File: src/rtl/uart_tx_serializer.sv
// uart_tx_serializer: 8N1 UART transmitter with a one-byte holding register.
// A byte written while a frame is shifting waits in the holding register and
// follows the current frame with no idle gap. A byte written while the holding
// register is already full is dropped and raises the sticky tx_overrun flag.
// Optional macro UART_TX_PARITY_EN adds an even-parity bit before the stop bit.
module uart_tx_serializer #(
   parameter int CLK_FREQ  = 50_000_000,
   parameter int BAUD_RATE = 115200
) (
   input  logic       clk,
   input  logic       rst_n,
   input  logic       tx_en,
   input  logic [7:0] tx_data,
   output logic       tx_busy,
   output logic       tx,
   output logic       tx_done,
   output logic       tx_overrun
);

   localparam int CLKS_PER_BIT = CLK_FREQ / BAUD_RATE;
   localparam int CNT_W = (CLKS_PER_BIT > 1) ? $clog2(CLKS_PER_BIT) : 1;
   localparam logic [CNT_W-1:0] CNT_LAST = CNT_W'(CLKS_PER_BIT - 1);

   typedef enum logic [2:0] {
      S_IDLE,
      S_START,
      S_DATA,
`ifdef UART_TX_PARITY_EN
      S_PARITY,
`endif
      S_STOP
   } state_t;

   state_t           state_reg, state_next;
   logic [CNT_W-1:0] cnt_reg, cnt_next;
   logic [2:0]       bit_reg, bit_next;
   logic [7:0]       shift_reg, shift_next;
   logic [7:0]       hold_reg, hold_next;
   logic             hold_valid_reg, hold_valid_next;
   logic             tx_reg, tx_next;
   logic             done_reg, done_next;
   logic             overrun_reg, overrun_next;
   logic             busy_reg, busy_next;
   logic             bit_end;
   logic             drain;
`ifdef UART_TX_PARITY_EN
   logic             par_reg, par_next;
`endif

   assign tx         = tx_reg;
   assign tx_busy    = busy_reg;
   assign tx_done    = done_reg;
   assign tx_overrun = overrun_reg;
   assign bit_end    = (cnt_reg == CNT_LAST);

   // Next-state logic: frame sequencing, holding-register accept/drain, flags
   always_comb begin
      state_next      = state_reg;
      cnt_next        = bit_end ? '0 : cnt_reg + CNT_W'(1);
      bit_next        = bit_reg;
      shift_next      = shift_reg;
      hold_next       = hold_reg;
      hold_valid_next = hold_valid_reg;
      tx_next         = tx_reg;
      done_next       = 1'b0;
      overrun_next    = overrun_reg;
      drain           = 1'b0;
`ifdef UART_TX_PARITY_EN
      par_next        = par_reg;
`endif

      case (state_reg)
         S_IDLE: begin
            cnt_next = '0;
            tx_next  = 1'b1;
            // A held byte left behind by a strobe on the final stop edge goes out first
            if (hold_valid_reg || tx_en) begin
               drain           = hold_valid_reg;
               shift_next      = hold_valid_reg ? hold_reg : tx_data;
               hold_valid_next = 1'b0;
               state_next      = S_START;
               tx_next         = 1'b0;
`ifdef UART_TX_PARITY_EN
               par_next        = hold_valid_reg ? ^hold_reg : ^tx_data;
`endif
            end
         end
         S_START: begin
            if (bit_end) begin
               state_next = S_DATA;
               bit_next   = 3'd0;
               tx_next    = shift_reg[0];
            end
         end
         S_DATA: begin
            if (bit_end) begin
               if (bit_reg == 3'd7) begin
`ifdef UART_TX_PARITY_EN
                  state_next = S_PARITY;
                  tx_next    = par_reg;
`else
                  state_next = S_STOP;
                  tx_next    = 1'b1;
`endif
               end else begin
                  bit_next   = bit_reg + 3'd1;
                  shift_next = {1'b0, shift_reg[7:1]};
                  tx_next    = shift_reg[1];
               end
            end
         end
`ifdef UART_TX_PARITY_EN
         S_PARITY: begin
            if (bit_end) begin
               state_next = S_STOP;
               tx_next    = 1'b1;
            end
         end
`endif
         S_STOP: begin
            if (bit_end) begin
               done_next = 1'b1;
               if (hold_valid_reg) begin
                  drain           = 1'b1;
                  shift_next      = hold_reg;
                  hold_valid_next = 1'b0;
                  state_next      = S_START;
                  tx_next         = 1'b0;
`ifdef UART_TX_PARITY_EN
                  par_next        = ^hold_reg;
`endif
               end else begin
                  state_next = S_IDLE;
                  tx_next    = 1'b1;
               end
            end
         end
         default: begin
            state_next = S_IDLE;
            tx_next    = 1'b1;
         end
      endcase

      // Holding register: free slot, or the slot being emptied on this edge
      if (tx_en) begin
         if (drain || (state_reg != S_IDLE && !hold_valid_reg)) begin
            hold_next       = tx_data;
            hold_valid_next = 1'b1;
         end else if (hold_valid_reg) begin
            overrun_next = 1'b1;
         end
      end

      busy_next = (state_next != S_IDLE) || hold_valid_next;
   end

   // State register; reset abandons any frame and forces the line idle
   always_ff @(posedge clk or negedge rst_n) begin
      if (!rst_n) begin
         state_reg      <= S_IDLE;
         cnt_reg        <= '0;
         bit_reg        <= '0;
         shift_reg      <= '0;
         hold_reg       <= '0;
         hold_valid_reg <= 1'b0;
         tx_reg         <= 1'b1;
         done_reg       <= 1'b0;
         overrun_reg    <= 1'b0;
         busy_reg       <= 1'b0;
`ifdef UART_TX_PARITY_EN
         par_reg        <= 1'b0;
`endif
      end else begin
         state_reg      <= state_next;
         cnt_reg        <= cnt_next;
         bit_reg        <= bit_next;
         shift_reg      <= shift_next;
         hold_reg       <= hold_next;
         hold_valid_reg <= hold_valid_next;
         tx_reg         <= tx_next;
         done_reg       <= done_next;
         overrun_reg    <= overrun_next;
         busy_reg       <= busy_next;
`ifdef UART_TX_PARITY_EN
         par_reg        <= par_next;
`endif
      end
   end

endmodule

File: config.mk
export PLATFORM = sky130hd
export DESIGN_NAME = uart_tx_serializer
export DESIGN_NICKNAME = d
export VERILOG_FILES = /design/src/rtl/uart_tx_serializer.sv
export SDC_FILE = /design/constraint.sdc
export NUM_CORES = 1
export LEC_CHECK = 0
export CAP_MARGIN = 20
export CORE_MARGIN = 3
export CORE_UTILIZATION = 50
export CTS_CLUSTER_DIAMETER = 200
export DETAILED_ROUTE_END_ITERATION = 6
export PLACE_DENSITY = 0.72
export SETUP_SLACK_MARGIN = 0.2
export SLEW_MARGIN = 20
export SYNTH_ARGS = -nofsm -noshare
export SYNTH_HDL_FRONTEND = slang
export SYNTH_SLANG_ARGS = --single-unit
File: constraint.sdc
create_clock -name clk -period 1.8 [get_ports clk]
set_input_delay 0.36 -clock clk [delete_from_list [all_inputs] [get_ports clk]]
set_output_delay 0.36 -clock clk [all_outputs]
set_load 0.02 [all_outputs]
Yosys cells after proc, flatten, opt, wreduce, memory -nomap -nowiden --
Cells that the tools add are included.
Word-level totals: flip-flop bits (word level) 36
Cells by class: add/sub/neg operators 2, eq/ne operators 11, muxes and demuxes 38, bitwise logic cells 1, reductions and logical operators 15
Operators by type and width (number):
- $mux W8 | 6
- $mux W3 | 8
- $pmux W8 S3 | 1
- $mux W9 | 2
- $mux W1 | 16
- $ne A2 B2 Y1 const B | 6
- $pmux W3 S4 | 1
- $add A9 B1 Y9 const B | 1
- $eq A9 B9 Y1 const B | 1
- $reduce_bool A3 Y1 | 3
- $eq A3 B2 Y1 const B | 2
- $pmux W3 S2 | 1
- $reduce_and A3 Y1 | 2
- $reduce_and A6 Y1 | 1
- $pmux W1 S2 | 2
- $pmux W1 S4 | 1
- $reduce_and A4 Y1 | 1
- $add A3 B1 Y3 const B | 1
- $eq A3 B1 Y1 const B | 1
- $eq A3 B3 Y1 const B | 1
- $logic_not A3 Y1 | 1
- $logic_or A1 B1 Y1 | 3
- $reduce_and A2 Y1 | 1
- $reduce_bool A2 Y1 | 1
- other kinds (3) | 3

Longest topological paths before layout --
depth in word-level cells 7, mapped depth 8

Worst setup path after synthesis --
Ideal clock, no wire load.
path type reg2reg, start reg bit_reg[0], end reg shift_reg[0], library setup time 0.125 ns, arrival time 1.752 ns, data required time 1.675 ns, slack -0.077 ns, cell stages (with the launch flop) 7, path buffers 0, period minus slack after synthesis 1.877 ns, path through dfrtp_1 -> ha_1 -> ha_1 -> and3b_1 -> nor3_1 -> o221ai_4 -> mux2_2
On the way: word-level cells in the longest chain between the ends 3
RTL lines:
- start: declaration | line 36 | logic [2:0] bit_reg, bit_next;
- start signal: assignment | line 176 | bit_reg <= bit_next;
- $eq A3 B3 Y1 | line 97 | if (bit_reg == 3'd7) begin
- $ne A2 B2 Y1 (no line)
- $reduce_and A6 Y1 (no line)
- end signal: assignment | line 177 | shift_reg <= shift_next;
- end: declaration | line 37 | logic [7:0] shift_reg, shift_next;
Every way passes these cells. A chain may end at the register's enable or synchronous reset.

Worst setup path in the final report --
start reg bit_reg[0], end reg shift_reg[5]
The elaborated chain is that of the path after synthesis.

==> results by group <==
Placed design
  • DP HPWL: 3420 um
  • PortBufs: 14
  • DP Area: 0.002422 mm2
  • Placed Cells: 278
  • Final RePlAce weighted congestion: 0.7975

STA
  • Setup violations, final: 11
  • Final Hold Fails: 0
  • Max-slew violations: 0
  • Clk_skew: 2.497 ps
  • Final setup margin: -78.28 ps
  • RSZ-0062 raised after global routing: true
  • Period Utilization, post-route: 104.3%
  • Setup tns final: -602.9 ps
  • Tmin final: 1878 ps
  • F_max: 532.4 MHz

Layout
  • Max FFs per register: 9
  • Seq. cell area: 904.6 um2
  • Finished Layout Cells: 313
  • Syn-to-layout area delta: 51.30%
  • Fill count: 197
  • Ant diodes: 0
  • Share of layout cells above drive strength 1: 47.55%
  • # nets final: 279
  • Multi-input logic area: 0.001515 mm2
  • Finished Cell Area: 0.003196 mm2

Power
  • Peak supply drop: 531.1 uV
  • Leakage: 1.310 nW
  • Power Total: 0.002734 W
  • Pwr Density: 855.6 mW/mm2

Die
  • Initial core utilization: 54.81%
  • Die Y: 70.99 um
  • Site Rows: 22
  • Die Area: 0.005040 mm2
  • Boundary Pins: 15
  • Die W: 70.99 um
  • Core box area: 0.003854 mm2

GRT
  • GRT overflow: 0
  • GR Util met2: 40.27%
  • First-pass GRT wire length: 9749 um
  • Number of global-route vias before repair: 1955
  • Antenna violations before repair: 0
  • GRT Max-Usage Layer: met2
  • Met1 Use GR: 31.11%
  • Met3 GRT Util: 5.398%
  • Largest net degree at the start of global routing: 37
  • Total Routing Usage GR: 24.48%

Setup path
  • Crit-path max FO: 7
  • Category of the most critical setup path: register to register
  • Startpoint types: register
  • Cell Chain, Critical Path: ha_2 -> ha_4 -> and3b_2 -> nor3_4 -> o221ai_4 -> buf_12 -> mux2_4
  • Peak per-stage delay on the critical path: 390 ps
  • CP arrival: 2050 ps
  • Crit end category: register
  • Crit path max-delay cell type: dfrtp_1
  • Req. time, crit path: 1980 ps

CTS
  • CTS Sinks: 36
  • Hold buffers post-CTS: 0
  • CTS buffer count: 5
  • CTS Root Cell: clkbuf_8
  • CTS H-tree depth: 2
  • Worst skew pair latency: 290 ps
  • CTS tree: built
  • Clock buffer depth: 2
  • Clock Pin Slew Worst Setup and Hold Paths: 70 ps

Drt
  • Total iterations of the first detailed-routing run: 5
  • DR DRC count: 0
  • Via count: 2035
  • Post-route ant nets: 0
  • Initial DRC Count: 200
  • Final wirelength: 7091 um
  • Drt via density: 6.502
  • Wire per inst: 22.65 um

Synth
  • Register bit count reported by yosys: 36
  • Most common cell in the netlist: dfrtp_1
  • Commonest cells in the netlist: 35 x dfrtp_1, 21 x nor2_1, 12 x inv_1
  • Synth cell types: 46
  • Cells after Synth: 209
  • Top_reg_cell synth: dfrtp_1
  • Async set or reset register ratio after synthesis: 100.0%
  • Sequential fraction of the synthesis area: 42.71%
  • Syn Area/Cell: 10.11 um2
  • Number of synthesized flops with an enable pin: 0
  • Cell taking the most area after synthesis: dfrtp_1
  • Dominant cells by area after synthesis: dfrtp_1 41%, mux2_2 5.3%, nor2_1 3.7%
  • Post-synthesis instance area: 0.002112 mm2
  • Top-area cell type share of the netlist area: 41.47%
  • YS warnings: 0
  • Syn_nets: 224

Run status
  • Outcome: finished with violations
  • Violated checks: negative setup slack

Job
  • Total of max-cap violations: 0

Worst hold path
  • Worst hold-check path type: register to register
==> cell usage in the layout (no fill, tap or decap), types with 6 or more instances in the layout <==
| master | netlist | layout |
|---|---|---|
| nor3b_2 | 0 | 8 |
| clkbuf_8 | 0 | 6 |
| clkdlybuf4s50_1 | 0 | 10 |
| inv_1 | 12 | 12 |
| xnor2_1 | 8 | 7 |
| mux2_4 | 0 | 7 |
| o22ai_1 | 8 | 8 |
| a221oi_2 | 0 | 8 |
| nor2_1 | 21 | 14 |
| buf_6 | 2 | 10 |
| a21oi_1 | 11 | 10 |
| buf_4 | 0 | 32 |
| o32ai_1 | 7 | 7 |
| and3_1 | 8 | 7 |
| dfrtp_1 | 35 | 33 |
==> power by group <==
part | internal [W] | switching, W
combinational | 0.000507 | 0.000459
sequential | 0.00101 | 0.000161
clock | 0.000312 | 0.000287
total | 0.00183 | 0.000906
==> worst paths after layout <==
check,startpoint,endpoint,slack [ps],cells past startpoint
max,bit_reg[0],shift_reg[5],-80,7
min reg2reg,tx_overrun,tx_overrun,470,1
min in group asynchronous,rst_n,tx_busy,490,2
max in group asynchronous,rst_n,state_reg[0],970,2
max reg2reg,bit_reg[0],shift_reg[5],-80,7
min,tx_overrun,tx_overrun,470,1
==> timing repair <==
action	4_1_cts	5_1_grt
gates cloned	2	2
pin swaps	14	31
resized for setup	39	53
setup endpoints to repair	22	35
buffers inserted	12	11
==> area by class of cell <==
class | instances | area share (%)
Multi-Input combinational cell | 149 | 47.42
Sequential cell | 36 | 28.31
Timing Repair Buffer | 60 | 18.17
Clock buffer | 8 | 2.819
Tap cell | 48 | 1.879
Inverter | 12 | 1.410
==> per-layer routing <==
| metal | routed length (um) | part of all wire [%] |
|---|---|---|
| met1 | 2766 | 39 |
| met2 | 3606 | 51 |
| met3 | 421 | 5.9 |
| met4 | 296 | 4.2 |
| met5 | 0 | 0 |
==> worst max-delay path: cells and delay by family, from the launching register on <==
kind            cells  cell delay (ps)
fa+ha+maj           2              370
mux                 1              290
compound gates      1              150
simple gates        2              380
buf+inv             1              170
flops               1              390
==> logic make-up after synthesis <==
logic type,after synthesis,share of synthesized area (%)
multiplexers,11,5.806
flip-flops,36,42.71
other,1,0.1776
adder cells (fa/ha/maj),4,2.370
buffers and inverters,27,5.865
AND/OR/NAND/NOR,65,17.65
AO/OA/AOI/OAI,56,21.68
XOR/XNOR,9,3.732
==> stage by stage <==
stage | setup WS (ps) | util (%) | hold slack [ps]
floorplan | -44.61 | - | 64.41
global placement | 19.48 | 62.86 | 453.5
detailed placement | -53.52 | 62.86 | 459.4
CTS | -48.32 | 73.21 | 470.4
global route | -114.4 | 82.92 | 487.3
finish | -78.28 | 82.92 | 471.8
Power figures use the tool's default switching activity.
